<file path="src/rtl/i2c_target_regfile.sv">
// -----------------------------------------------------------------------------
// i2c_target_regfile
//
// I2C target (slave) with a byte-wide register file. Decodes START, repeated
// START and STOP on synchronized SCL/SDA, matches a 7-bit device address and
// supports pointer-write, burst-write and burst-read with an auto-incrementing
// pointer. SDA is only ever pulled low through o_sda_oe (open drain); the pad
// wrapper does sda = o_sda_oe ? 1'b0 : 1'bz.
//
// Ports
//   i_clk         system clock, at least 8x the SCL frequency
//   i_rst         synchronous active-high reset
//   i_scl_in      SCL pin level (asynchronous)
//   i_sda_in      SDA pin level (asynchronous)
//   o_sda_oe      1 = pull SDA low, 0 = release
//   i_ack_en      0 = never acknowledge the address (absent device)
//   i_host_we     local write strobe into the register file
//   i_host_addr   local write/read address
//   i_host_wdata  local write data
//   o_host_rdata  regfile[i_host_addr], combinational
//   o_wr_valid    1-cycle pulse per data byte written over I2C
//   o_wr_addr     address of that byte
//   o_wr_data     data of that byte
//   o_busy        high from the matched address ACK until STOP or read NACK
// -----------------------------------------------------------------------------
module i2c_target_regfile #(
    parameter logic [6:0] DEV_ADDR    = 7'h50,
    parameter int         DEPTH       = 16,
    parameter int         AW          = 4,
    parameter int         SYNC_STAGES = 2,
    parameter logic [7:0] RST_VAL     = 8'h00
) (
    input  logic          i_clk,
    input  logic          i_rst,
    input  logic          i_scl_in,
    input  logic          i_sda_in,
    output logic          o_sda_oe,
    input  logic          i_ack_en,
    input  logic          i_host_we,
    input  logic [AW-1:0] i_host_addr,
    input  logic [7:0]    i_host_wdata,
    output logic [7:0]    o_host_rdata,
    output logic          o_wr_valid,
    output logic [AW-1:0] o_wr_addr,
    output logic [7:0]    o_wr_data,
    output logic          o_busy
);

    typedef enum logic [3:0] {
        S_IDLE,
        S_ADDR,
        S_ADDR_ACK,
        S_PTR,
        S_PTR_ACK,
        S_WDATA,
        S_WDATA_ACK,
        S_RDATA,
        S_RACK,
        S_WAIT_STOP
    } state_t;

    localparam logic [AW-1:0] PTR_ONE = AW'(1);

    // ---------------------------------------------------------------------
    // Pin synchronizers and edge detection
    // ---------------------------------------------------------------------
    logic [SYNC_STAGES-1:0] r_scl_sync;
    logic [SYNC_STAGES-1:0] r_sda_sync;
    logic                   r_scl_d;
    logic                   r_sda_d;

    logic w_scl;
    logic w_sda;
    logic w_scl_rise;
    logic w_scl_fall;
    logic w_start;
    logic w_stop;

    // Synchronizers idle high so reset never fabricates a START.
    always_ff @(posedge i_clk) begin
        if (i_rst) begin
            r_scl_sync <= '1;
            r_sda_sync <= '1;
            r_scl_d    <= 1'b1;
            r_sda_d    <= 1'b1;
        end else begin
            r_scl_sync <= {r_scl_sync[SYNC_STAGES-2:0], i_scl_in};
            r_sda_sync <= {r_sda_sync[SYNC_STAGES-2:0], i_sda_in};
            r_scl_d    <= w_scl;
            r_sda_d    <= w_sda;
        end
    end

    assign w_scl      = r_scl_sync[SYNC_STAGES-1];
    assign w_sda      = r_sda_sync[SYNC_STAGES-1];
    assign w_scl_rise = w_scl & ~r_scl_d;
    assign w_scl_fall = ~w_scl & r_scl_d;
    // SCL must be high in both samples, so a SDA change coinciding with an
    // SCL edge is never mistaken for START/STOP.
    assign w_start    = w_scl & r_scl_d & r_sda_d & ~w_sda;
    assign w_stop     = w_scl & r_scl_d & ~r_sda_d & w_sda;

    // ---------------------------------------------------------------------
    // Protocol state
    // ---------------------------------------------------------------------
    state_t        r_state;
    logic [7:0]    r_shift;
    logic [3:0]    r_bitcnt;
    logic [AW-1:0] r_ptr;
    logic          r_rw;
    logic          r_sda_oe;
    logic          r_wr_valid;
    logic [AW-1:0] r_wr_addr;
    logic [7:0]    r_wr_data;
    logic          r_busy;

    logic [7:0]    r_mem [DEPTH];

    logic [7:0]    w_byte;
    logic          w_last_bit;
    logic          w_i2c_we;
    logic [7:0]    w_rd_byte;
    logic [AW-1:0] w_ptr_inc;

    // Byte as it stands once the current SDA sample is shifted in.
    assign w_byte     = {r_shift[6:0], w_sda};
    assign w_last_bit = (r_bitcnt == 4'd7);
    assign w_i2c_we   = (r_state == S_WDATA) && w_scl_rise && w_last_bit;
    assign w_rd_byte  = r_mem[r_ptr];
    assign w_ptr_inc  = r_ptr + PTR_ONE;

    // ---------------------------------------------------------------------
    // Register file: the I2C write is placed last so it wins a same-address
    // collision with the host port; different addresses both land.
    // ---------------------------------------------------------------------
    always_ff @(posedge i_clk) begin
        if (i_rst) begin
            for (int i = 0; i < DEPTH; i++) begin
                r_mem[i] <= RST_VAL;
            end
        end else begin
            if (i_host_we) begin
                r_mem[i_host_addr] <= i_host_wdata;
            end
            if (w_i2c_we) begin
                r_mem[r_ptr] <= w_byte;
            end
        end
    end

    assign o_host_rdata = r_mem[i_host_addr];

    // ---------------------------------------------------------------------
    // Transfer FSM. SDA drive changes only on SCL fall pulses. In the ACK
    // states, o_sda_oe itself marks the phase: the first fall asserts the
    // ACK, the second fall releases it and moves on.
    // ---------------------------------------------------------------------
    always_ff @(posedge i_clk) begin
        if (i_rst) begin
            r_state    <= S_IDLE;
            r_shift    <= 8'h00;
            r_bitcnt   <= 4'd0;
            r_ptr      <= '0;
            r_rw       <= 1'b0;
            r_sda_oe   <= 1'b0;
            r_wr_valid <= 1'b0;
            r_wr_addr  <= '0;
            r_wr_data  <= 8'h00;
            r_busy     <= 1'b0;
        end else begin
            r_wr_valid <= 1'b0;
            if (w_stop) begin
                r_state  <= S_IDLE;
                r_sda_oe <= 1'b0;
                r_busy   <= 1'b0;
            end else if (w_start) begin
                // Any partial byte is simply discarded.
                r_state  <= S_ADDR;
                r_sda_oe <= 1'b0;
                r_bitcnt <= 4'd0;
            end else begin
                case (r_state)
                    S_ADDR: begin
                        if (w_scl_rise) begin
                            r_shift  <= w_byte;
                            r_bitcnt <= r_bitcnt + 4'd1;
                            if (w_last_bit) begin
                                r_bitcnt <= 4'd0;
                                r_rw     <= w_sda;
                                if (w_byte[7:1] == DEV_ADDR && i_ack_en) begin
                                    r_state <= S_ADDR_ACK;
                                    r_busy  <= 1'b1;
                                end else begin
                                    r_state <= S_WAIT_STOP;
                                end
                            end
                        end
                    end

                    S_ADDR_ACK: begin
                        if (w_scl_fall) begin
                            if (!r_sda_oe) begin
                                r_sda_oe <= 1'b1;
                            end else if (r_rw) begin
                                // Hand straight over to the first data bit.
                                r_state  <= S_RDATA;
                                r_shift  <= w_rd_byte;
                                r_sda_oe <= ~w_rd_byte[7];
                                r_bitcnt <= 4'd0;
                            end else begin
                                r_state  <= S_PTR;
                                r_sda_oe <= 1'b0;
                            end
                        end
                    end

                    S_PTR: begin
                        if (w_scl_rise) begin
                            r_shift  <= w_byte;
                            r_bitcnt <= r_bitcnt + 4'd1;
                            if (w_last_bit) begin
                                r_bitcnt <= 4'd0;
                                r_ptr    <= w_byte[AW-1:0];
                                r_state  <= S_PTR_ACK;
                            end
                        end
                    end

                    S_WDATA: begin
                        if (w_scl_rise) begin
                            r_shift  <= w_byte;
                            r_bitcnt <= r_bitcnt + 4'd1;
                            if (w_last_bit) begin
                                r_bitcnt   <= 4'd0;
                                r_wr_valid <= 1'b1;
                                r_wr_addr  <= r_ptr;
                                r_wr_data  <= w_byte;
                                r_ptr      <= w_ptr_inc;
                                r_state    <= S_WDATA_ACK;
                            end
                        end
                    end

                    S_PTR_ACK, S_WDATA_ACK: begin
                        if (w_scl_fall) begin
                            if (!r_sda_oe) begin
                                r_sda_oe <= 1'b1;
                            end else begin
                                r_sda_oe <= 1'b0;
                                r_state  <= S_WDATA;
                            end
                        end
                    end

                    S_RDATA: begin
                        // r_shift[7] is the bit on the wire; advance after
                        // the controller has sampled it.
                        if (w_scl_rise) begin
                            r_shift  <= {r_shift[6:0], 1'b0};
                            r_bitcnt <= r_bitcnt + 4'd1;
                            if (w_last_bit) begin
                                r_ptr <= w_ptr_inc;
                            end
                        end else if (w_scl_fall) begin
                            if (r_bitcnt == 4'd8) begin
                                r_sda_oe <= 1'b0;
                                r_bitcnt <= 4'd0;
                                r_state  <= S_RACK;
                            end else begin
                                r_sda_oe <= ~r_shift[7];
                            end
                        end
                    end

                    S_RACK: begin
                        if (w_scl_rise) begin
                            if (w_sda) begin
                                r_state <= S_WAIT_STOP;
                                r_busy  <= 1'b0;
                            end
                        end else if (w_scl_fall) begin
                            r_state  <= S_RDATA;
                            r_shift  <= w_rd_byte;
                            r_sda_oe <= ~w_rd_byte[7];
                            r_bitcnt <= 4'd0;
                        end
                    end

                    default: begin
                        // IDLE and WAIT_STOP ignore SCL activity.
                        r_sda_oe <= 1'b0;
                    end
                endcase
            end
        end
    end

    assign o_sda_oe   = r_sda_oe;
    assign o_wr_valid = r_wr_valid;
    assign o_wr_addr  = r_wr_addr;
    assign o_wr_data  = r_wr_data;
    assign o_busy     = r_busy;

endmodule

</file>
<file path="config.mk">
export PLATFORM = sky130hd
export DESIGN_NAME = i2c_target_regfile
export DESIGN_NICKNAME = d
export VERILOG_FILES = /design/src/rtl/i2c_target_regfile.sv
export SDC_FILE = /design/constraint.sdc
export NUM_CORES = 1
export LEC_CHECK = 0
export BUFFER_PORTS_ARGS = -buffer_cell sky130_fd_sc_hd__buf_4
export CORE_ASPECT_RATIO = 0.75
export CORE_UTILIZATION = 44
export DETAILED_ROUTE_END_ITERATION = 10
export SYNTH_ARGS = -nofsm -noshare
export SYNTH_HDL_FRONTEND = slang
export SYNTH_SLANG_ARGS = --single-unit
</file>
<file path="constraint.sdc">
create_clock -name i_clk -period 4.1 [get_ports i_clk]
set_clock_uncertainty 0.15 [all_clocks]
set_input_delay 1.23 -clock i_clk [delete_from_list [all_inputs] [get_ports i_clk]]
set_output_delay 1.23 -clock i_clk [all_outputs]
set_load 0.1 [all_outputs]
</file>
==> qor.csv, run 1 <==
metric,value,unit
n_diodes,0,
Required @ worst endpoint,2.72,ns
post-synth cell types,71,
nets,1003,
number of buffers inserted by port buffering,40,
part of the power in the clock network,39.2,%
initial detailed-routing violation count,1207,
pre-CTS worst setup slack,-0.1464,ns
DRT antenna net count,0,
TritonCTS buffer count,17,
longest individual stage delay on the worst path,0.50,ns
fraction of synthesized area in multiplexers,17.63,%
status,"complete, but fails checks",
clock buffer depth,2,
number of synthesized flops with an enable pin,128,
Min-Delay Path Class,reg -> reg,
largest family of logic cells by synthesized area,simple AND/OR/NAND/NOR gates,
worst hold slack,0.2629,ns
Synth Cell Area,10490,um^2
net count of the mapped netlist,1002,
total global-route track usage,29.93,%
Power Density,358.0,nW/um^2
synth warn,0,
startpoint kind of the worst setup timing path,input pin,
TritonCTS clock tree,yes,
net switching fraction of the power,27.43,%
asr flop ratio synth,0,%
sinks on the clock net,174,
unrepaired setup endpoints after global routing,yes,
"synthesized-area fraction occupied by ao, oa, aoi and oai cells",11.89,%
power after layout,4219,uW
CP max-delay cell,sky130_fd_sc_hd__mux4_2,
vias in the first global route,7714,
arrival time worst endpoint,2.72,ns
total leakage power,0.003903,uW
xor and xnor area share after synthesis,0.08350,%
crit share post-route,100.0,%
worst ir drop on vdd,315.6,uV
sequential group share of total power,48.9,%
worst relative slew slack,33.25,%
fraction of the core area covered by cells at the end of the flow,50.83,%
CTS clock-pin slew for the worst setup and hold paths,0.07,ns
post-route minimum period,4.102,ns
total gr overflow,0,
H-tree depth,4,
measured slew at the worst slew-check pin,0.9760,ns
Worst Setup End Kind,primary output,
WL final,35.86,mm
source-to-sink clock delay at the later pin of the worst-skew pair,0.44,ns
Cells after Synth,975,
number of antenna violations at the first check in global routing,0,
drc violations,0,
"share of synthesized cell area in and, or, nand and nor gates",18.50,%
number of standard-cell rows in the floorplan,48,
Post-Synthesis Mean Instance Area,10.76,um^2
share of layout cells above drive strength 1,23.46,%
top fanout value on the critical path,6,
proportion of power drawn by combinational gates,11.9,%
number of pins with negative max-slew slack in the final report,0,
final count of negative-setup-slack endpoints,1,
share of the yosys chip area belonging to registers,45.43,%
wire length of the first global-routing pass,52.39,mm
DP Wirelength,25.90,mm
type of the worst setup path,in -> out,
Area Overhead vs Synth,12.35,%
clock tree root driver cell,sky130_fd_sc_hd__clkbuf_16,
max cap viols,0,
cell internal pwr,3062,uW
prevailing post-synth register cell,sky130_fd_sc_hd__edfxtp_1,
"most common cell after layout, fill and taps aside",sky130_fd_sc_hd__edfxtp_1,
Final Hold Vio Count,0,
pin count of the biggest net entering global routing,47,
Fmax achieved,243.8,MHz
Die Width,180.3,um
final setup margin,-0.001690,ns
routability congestion estimate from global placement,1.004,
via count,8550,
final routed wire length divided by cell count,27.82,um
total net switching power,1157,uW
adder-cell area share of the yosys netlist,1.074,%
CORE AREA,23180,um^2
Initial Utilization,45.25,%
Pre-Repair DR Iteration Count,5,
top-level I/O count,41,
failing checks,negative setup slack,
number of storage elements in the synthesis netlist,174,
"top library cells by usage in the layout, fill and taps aside","128 x sky130_fd_sc_hd__edfxtp_1, 127 x sky130_fd_sc_hd__o21ai_0, 104 x sky130_fd_sc_hd__nand3_1",
floorplan die area,24470,um^2
vertical extent of the die,135.7,um
fillers,2071,
chain of cells forming the critical path,clkbuf_16 -> clkbuf_16 -> mux4_2 -> mux4_2 -> buf_8,
number of vias per cell,6.633,
==> final timing paths <==
path	startpoint	end	slack [ns]	cells past startpoint
min reg2reg	r_scl_sync[0]$_SDFF_PP1_	r_scl_sync[1]$_SDFF_PP1_	0.26	1
max reg2reg	r_scl_sync[1]$_SDFF_PP1_	r_mem[4][2]$_DFFE_PP_	0.90	6
min	r_scl_sync[0]$_SDFF_PP1_	r_scl_sync[1]$_SDFF_PP1_	0.26	1
max	i_host_addr[0]	o_host_rdata[1]	-0.002	5
==> cell usage after synthesis, types with 3 or more instances <==
library cell / n / area share, %
sky130_fd_sc_hd__nand4_4: 4 / 0.81
sky130_fd_sc_hd__nor3_1: 8 / 0.38
sky130_fd_sc_hd__o22ai_1: 12 / 0.72
sky130_fd_sc_hd__inv_1: 19 / 0.68
sky130_fd_sc_hd__mux2i_1: 25 / 2.4
sky130_fd_sc_hd__and4b_1: 7 / 0.67
sky130_fd_sc_hd__nand3_1: 104 / 5.0
sky130_fd_sc_hd__a31oi_1: 3 / 0.18
sky130_fd_sc_hd__nand4bb_1: 6 / 0.64
sky130_fd_sc_hd__edfxtp_1: 128 / 37
sky130_fd_sc_hd__o31ai_1: 5 / 0.36
sky130_fd_sc_hd__o21ai_1: 8 / 0.38
sky130_fd_sc_hd__nor2b_1: 7 / 0.42
sky130_fd_sc_hd__or2_2: 13 / 0.78
sky130_fd_sc_hd__mux4_2: 70 / 15
sky130_fd_sc_hd__nand2b_1: 12 / 0.72
sky130_fd_sc_hd__dfxtp_1: 46 / 8.8
sky130_fd_sc_hd__nand4b_2: 4 / 0.57
sky130_fd_sc_hd__buf_1: 10 / 0.36
sky130_fd_sc_hd__or3_1: 6 / 0.36
sky130_fd_sc_hd__o221a_2: 3 / 0.32
sky130_fd_sc_hd__nor2_1: 59 / 2.1
sky130_fd_sc_hd__a22oi_1: 4 / 0.29
sky130_fd_sc_hd__ha_1: 9 / 1.1
sky130_fd_sc_hd__o211ai_1: 6 / 0.43
sky130_fd_sc_hd__clkbuf_1: 63 / 2.3
sky130_fd_sc_hd__o21ai_0: 127 / 6.1
sky130_fd_sc_hd__a21oi_1: 11 / 0.52
sky130_fd_sc_hd__buf_4: 11 / 0.79
sky130_fd_sc_hd__buf_2: 23 / 1.1
sky130_fd_sc_hd__nand3b_1: 7 / 0.50
sky130_fd_sc_hd__a211oi_1: 6 / 0.43
sky130_fd_sc_hd__o32ai_1: 4 / 0.33
sky130_fd_sc_hd__a311oi_1: 3 / 0.25
sky130_fd_sc_hd__nand2_1: 95 / 3.4
==> cell families (layout without fill, tap and decap cells) <==
group / after synthesis / after routing
buf+inv: 128 / 142
compound gates: 210 / 210
mux: 97 / 97
simple gates: 356 / 356
xor+xnor: 1 / 1
flops: 174 / 174
fa+ha+maj: 9 / 9
==> flip-flops by register name, summed over array words and instances, names as in the netlist, named ones only <==
| signal | count |
|---|---|
| r_mem | 128 |
| o_wr_data | 8 |
| r_shift | 8 |
| o_wr_addr | 4 |
| r_bitcnt | 4 |
| r_ptr | 4 |
| r_state | 4 |
| r_scl_sync | 2 |
| r_sda_sync | 2 |
| o_busy | 1 |
| o_sda_oe | 1 |
| o_wr_valid | 1 |
| r_rw | 1 |
| r_scl_d | 1 |
| r_sda_d | 1 |
==> layer usage <==
metal  GRT usage (%)  vias to the layer above  share of wire (%)
met5               0                        -                  0
met4           9.449                        0                2.6
met3           9.731                       63                 14
met2           41.15                      586                 41
met1           44.14                     4211                 43
li1                -                     3690                  -
==> area by class of cell <==
cell class,count,area (um^2),share of cell area [%]
repair buffers,91,823.3,6.987
flip-flops and latches,174,4766,40.44
well taps,300,375.4,3.185
clock buffers,20,479.2,4.067
clock inverters,12,110.1,0.9344
inverters,19,71.32,0.6052
multi-input cells,673,5159,43.78
==> per-stage QoR <==
stage | area, um^2 | setup TNS [ns] | instances
3_5_place_dp | 11050 | -1.039 | 1253
6_report | 11780 | -0.001690 | 1289
4_1_cts | 11720 | -0.02504 | 1287
3_3_place_gp | 11050 | -0.9762 | 1253
2_1_floorplan | 10550 | -0.01167 | 975
5_1_grt | 11780 | -0.02504 | 1289
==> critical path, delay by kind of cell <==
family	cells	cell delay (ns)
muxes	2	1.00
buffers and inverters	3	0.48
==> power by group through the flow <==
stage	sequential, uW	combinational (uW)	clock (uW)
2_1_floorplan	2030	353	0
4_1_cts	2050	485	1670
3_5_place_dp	2090	462	0
3_3_place_gp	2100	458	0
5_1_grt	2060	521	1740
6_report	2060	503	1650
==> what timing repair did <==
| item | CTS | global route |
|---|---|---|
| hold buffers | 0 | 0 |
| gates cloned | 0 | 2 |
| pin swaps | 0 | 0 |
| gates resized for setup | 16 | 4 |
| setup buffers | 2 | 0 |
| endpoints found under the setup margin | 8 | 8 |
No activity file was read; power rests on OpenSTA's default activity.
==> run 2: changes to the inputs <==
Settings changed: REMOVE_ABC_BUFFERS set to 1.
==> run 2 against run 1 <==
The run now ends clean. Global-route usage down 1.8 points. Utilization about the same. Combinational power about the same. Via count down 1.2%. Worst setup slack better by 0.021 ns. Register-to-register slack better by 0.27 ns. Die area unchanged. Critical path depth unchanged. Count of clock-buffer cells in the layout unchanged. Clock power about the same. Cell count down 0.16%. Sequential cell count unchanged. Critical endpoint is now o_host_rdata[2]. Highest routed layer unchanged.
==> qor.csv, run 2 (synthesis gave the netlist of run 1 again) <==
metric,value,unit
n_diodes,0,
area of the multi-input gates,5159,um^2
number of standard-cell rows in the floorplan,48,
share of layout cells above drive strength 1,23.30,%
kind of cell with the highest combined delay on the critical path,multiplexers,
wire length of the first global-routing pass,50.43,mm
Die Width,180.3,um
Area Overhead vs Synth,12.44,%
WL final,33.29,mm
source-to-sink clock delay at the later pin of the worst-skew pair,0.44,ns
CTS clock-pin slew for the worst setup and hold paths,0.07,ns
area used by sequential logic in the layout,4766,um^2
pin count of the biggest net entering global routing,37,
number of antenna violations at the first check in global routing,0,
DRT antenna net count,0,
Worst Setup End Kind,primary output,
clock tree root driver cell,sky130_fd_sc_hd__clkbuf_16,
"top library cells by usage in the layout, fill and taps aside","128 x sky130_fd_sc_hd__edfxtp_1, 127 x sky130_fd_sc_hd__o21ai_0, 104 x sky130_fd_sc_hd__nand3_1",
vertical extent of the die,135.7,um
top fanout value on the critical path,5,
Fmax achieved,245.0,MHz
final count of negative-setup-slack endpoints,0,
TNS Setup,0,ns
number of pins with negative max-slew slack in the final report,0,
Min-Delay Path Class,reg -> reg,
number of flip-flops in the largest register,128,
Pre-Repair DR Iteration Count,6,
Most Frequent Cell on Critical Path,sky130_fd_sc_hd__mux4_2,
DP Wirelength,24.17,mm
total gr overflow,0,
Power Density,355.3,nW/um^2
worst relative slew slack,29.72,%
vias in the first global route,7732,
status,"complete, no violations",
CORE AREA,23180,um^2
nets,1001,
initial detailed-routing violation count,1072,
"most common cell after layout, fill and taps aside",sky130_fd_sc_hd__edfxtp_1,
Initial Utilization,45.25,%
sinks on the clock net,174,
Final Hold Vio Count,0,
number of buffer and inverter instances along the worst setup path,3,
chain of cells forming the critical path,buf_16 -> buf_4 -> mux4_2 -> mux4_2 -> buf_12,
floorplan die area,24470,um^2
TritonCTS clock tree,yes,
Required @ worst endpoint,2.72,ns
unrepaired setup endpoints after global routing,yes,
crit share post-route,99.54,%
number of vias per cell,6.564,
routability congestion estimate from global placement,0.9159,
arrival time worst endpoint,2.70,ns
clock buffer depth,2,
number of buffers inserted by port buffering,40,
H-tree depth,4,
via count,8448,
total global-route track usage,28.16,%
CP max-delay cell,sky130_fd_sc_hd__mux4_2,
power after layout,4190,uW
drc violations,0,
final routed wire length divided by cell count,25.87,um
worst-case register-to-register setup slack,1.17,ns
TritonCTS buffer count,17,
top-level I/O count,41,
type of the worst setup path,in -> out,
max cap viols,0,
register name with the most flops,r_mem,
post-route minimum period,4.081,ns
fillers,2059,
total leakage power,0.003884,uW
worst ir drop on vdd,285.0,uV
measured slew at the worst slew-check pin,1.051,ns
longest individual stage delay on the worst path,0.52,ns
startpoint kind of the worst setup timing path,input pin,
[run 2: worst paths after layout]
check	startpoint	to	depth (start not counted)
worst max-delay path	i_host_addr[0]	o_host_rdata[2]	5
worst min-delay path	r_sda_sync[0]$_SDFF_PP1_	r_sda_sync[1]$_SDFF_PP1_	1
worst max register to register	r_state[2]$_SDFFE_PP0P_	r_mem[15][4]$_DFFE_PP_	5
worst min register to register	r_sda_sync[0]$_SDFF_PP1_	r_sda_sync[1]$_SDFF_PP1_	1
[run 2: area by class of cell]
| cell class | instances | share of cell area, % |
|---|---|---|
| Multi-Input combinational cell | 673 | 43.74 |
| Sequential cell | 174 | 40.41 |
| Timing Repair Buffer | 89 | 7.129 |
| Clock buffer | 20 | 3.872 |
| Tap cell | 300 | 3.183 |
| Clock inverter | 12 | 1.061 |
| Inverter | 19 | 0.6047 |
[run 2: per-stage QoR]
stage	hold WS, ns	std cells	worst slack, ns	utilization (%)	cell area (um^2)
after floorplan	0.2395	866	0.2790	-	9995
after global routing	0.2801	1287	-0.02942	50.87	11790
after CTS	0.2644	1287	0.01149	50.86	11790
final	0.2631	1287	0.01895	50.87	11790
after global placement	0.2423	1252	-0.1540	47.58	11030
after detailed placement	0.2475	1252	-0.1686	47.58	11030
[run 2: timing repair]
action                                  4_1_cts  5_1_grt
hold buffers                                  0        0
gates cloned                                  2        0
endpoints found under the setup margin        8        7
resized for setup                            30        1
buffers inserted                              1        0
[run 2: layer usage]
metal	GRT usage, %	part of all wire (%)
met3	6.855	11
met4	5.840	1.3
met1	43.12	46
met5	0	0
met2	40.01	42
[run 2: report_power, final]
group | total (uW) | switching [uW] | internal (uW) | leakage [uW]
sequential | 2040 | 74.4 | 1970 | 0.00159
combinational | 502 | 300 | 202 | 0.00201
clock | 1640 | 756 | 887 | 0.000282
==> run 3: changes to the inputs <==
==> constraint.sdc (replaced) <==
create_clock -name i_clk -period 4.1 [get_ports i_clk]
set_clock_uncertainty 0.15 [all_clocks]
set_input_delay 0.205 -clock i_clk [delete_from_list [all_inputs] [get_ports i_clk]]
set_output_delay 0.205 -clock i_clk [all_outputs]
set_load 0.1 [all_outputs]
==> run 3 against run 2 <==
The run now ends with negative hold slack left. Sequential share of layout area increased by 1.1 points. Global-route usage increased by 1.3 points. Combinational power decreased by 4.4%. Die area unchanged. Critical path type is now reg -> reg.
==> qor.csv, run 3 (synthesis gave the netlist of run 1 again) <==
metric,value,unit
status,"complete, but fails checks",
failing checks,negative hold slack,
vertical extent of the die,135.7,um
met2 usage,38.57,%
top fanout value on the critical path,17,
sequential group share of total power,49.3,%
clock tree root driver cell,sky130_fd_sc_hd__clkbuf_16,
post-route minimum period,3.023,ns
nets,983,
final routed wire length divided by cell count,27.32,um
worst ir drop on vdd,297.9,uV
number of antenna violations at the first check in global routing,1,
DP Wirelength,23.95,mm
Area Overhead vs Synth,9.531,%
Final Hold Vio Count,3,
count of cells resized by post-cts repair,0,
share of layout cells above drive strength 1,21.36,%
Power Density,362.9,nW/um^2
sinks on the clock net,174,
Die Width,180.3,um
vias in the first global route,7577,
source-to-sink clock delay at the later pin of the worst-skew pair,0.45,ns
number of pins with negative max-slew slack in the final report,0,
total net switching power,1130,uW
Min-Delay Path Class,in -> reg,
number of standard-cell rows in the floorplan,48,
H-tree depth,4,
register name with the most flops,r_mem,
longest individual stage delay on the worst path,0.45,ns
crit share post-route,73.74,%
number of vias per cell,6.559,
routability congestion estimate from global placement,0.9460,
measured slew at the worst slew-check pin,1.175,ns
number of flip-flops in the largest register,128,
pin count of the biggest net entering global routing,45,
power after layout,4169,uW
Cell Count Post-Placement,1235,
Required @ worst endpoint,4.05,ns
clock buffer depth,2,
WL final,34.72,mm
via count,8337,
startpoint kind of the worst setup timing path,flip-flop,
type of the worst setup path,reg -> reg,
Worst Setup End Kind,flip-flop,
CTS clock-pin slew for the worst setup and hold paths,0.07,ns
TNS Setup,0,ns
arrival time worst endpoint,2.98,ns
area post-placement,10890,um^2
top-level I/O count,41,
Fmax achieved,330.8,MHz
"most common cell after layout, fill and taps aside",sky130_fd_sc_hd__edfxtp_1,
max cap viols,0,
cell internal pwr,3039,uW
net switching fraction of the power,27.10,%
final count of negative-setup-slack endpoints,0,
Initial Utilization,45.25,%
CORE AREA,23180,um^2
chain of cells forming the critical path,ha_1 -> nand3b_1 -> nor4_4 -> buf_4 -> nand4b_2 -> nand2_1,
initial detailed-routing violation count,1071,
DRT antenna net count,0,
worst relative slew slack,21.55,%
wire length of the first global-routing pass,51.60,mm
part of the power in the clock network,39.2,%
startpoint of the lowest-slack hold path,i_rst,
layer with the highest usage after global routing,met1,
proportion of power drawn by combinational gates,11.5,%
worst flop-to-flop path startpoint,r_scl_sync[1]$_SDFF_PP1_,
global routing usage on met3,9.220,%
total leakage power,0.003718,uW
Global Route met1 Usage,44.87,%
TritonCTS clock tree,yes,
floorplan die area,24470,um^2
"top library cells by usage in the layout, fill and taps aside","128 x sky130_fd_sc_hd__edfxtp_1, 127 x sky130_fd_sc_hd__o21ai_0, 104 x sky130_fd_sc_hd__nand3_1",
number of buffers inserted by port buffering,40,
TritonCTS buffer count,17,
drc violations,0,
cell area after layout,11490,um^2
CP max-delay cell,sky130_fd_sc_hd__ha_1,
number of non-filler instances in the completed layout,1271,
unrepaired setup endpoints after global routing,no,
total global-route track usage,29.42,%
launch point of the critical path,r_scl_sync[1]$_SDFF_PP1_,
worst hold slack,-0.007441,ns
total gr overflow,0,
Pre-Repair DR Iteration Count,6,
run 3: changes by cell type in the layout (fill, tap and decap cells not counted), sizes merged:
cell	before	now
buf	89	69
bufinv	1	2
clkbuf	20	21
clkinvlp	2	3
diode	0	2
dlygate4sd3	0	2
inv	25	22
run 3: what timing repair did:
action	4_1_cts	5_1_grt
endpoints found under the hold margin	2	0
hold buffers	2	0
buffers inserted	0	0
run 3: critical path: cells and delay by family (launching register included):
| family | cells | cell delay (ns) |
|---|---|---|
| and+or+nand+nor | 4 | 1.32 |
| DFF | 1 | 0.38 |
| buffers and inverters | 1 | 0.36 |
| adders and majority gates | 1 | 0.45 |
run 3: per-stage QoR:
| step | util [%] | setup WS [ns] |
|---|---|---|
| 3_5_place_dp | 46.97 | 1.154 |
| 2_1_floorplan | - | 0.9761 |
| 4_1_cts | 49.54 | 1.128 |
| 5_1_grt | 49.54 | 0.8540 |
| 3_3_place_gp | 46.97 | 1.206 |
| 6_report | 49.56 | 1.077 |
run 3: power groups by stage:
stage	Clock, uW	Combinational [uW]	Sequential [uW]
6_report	1630	480	2060
5_1_grt	1700	497	2060
4_1_cts	1640	473	2050
3_5_place_dp	0	470	2080
3_3_place_gp	0	468	2080
2_1_floorplan	0	291	2030
run 3: final timing paths:
kind                                             endpoint  slack [ns]  cells after the start
worst min-delay path            o_wr_data[1]$_SDFFE_PP0P_      -0.007                      2
worst max register to register      r_mem[6][0]$_DFFE_PP_        1.08                      6
worst min register to register   r_sda_sync[1]$_SDFF_PP1_        0.26                      1
worst max-delay path                r_mem[6][0]$_DFFE_PP_        1.08                      6
run 3: cell type report:
type | count | area, um^2
diodes | 2 | 5.005
clock buffers | 21 | 440.4
clock inverters | 11 | 133.9
fillers | 2077 | 11690
inverters | 19 | 71.32
multi-input cells | 673 | 5159
flip-flops and latches | 174 | 4766
well taps | 300 | 375.4
repair buffers | 71 | 538.0
run 3: routing by layer:
metal	vias to the layer above	part of all wire, %
li1	3660	-
met1	4048	44
met2	563	39
met3	66	14
met4	0	2.8
met5	-	0
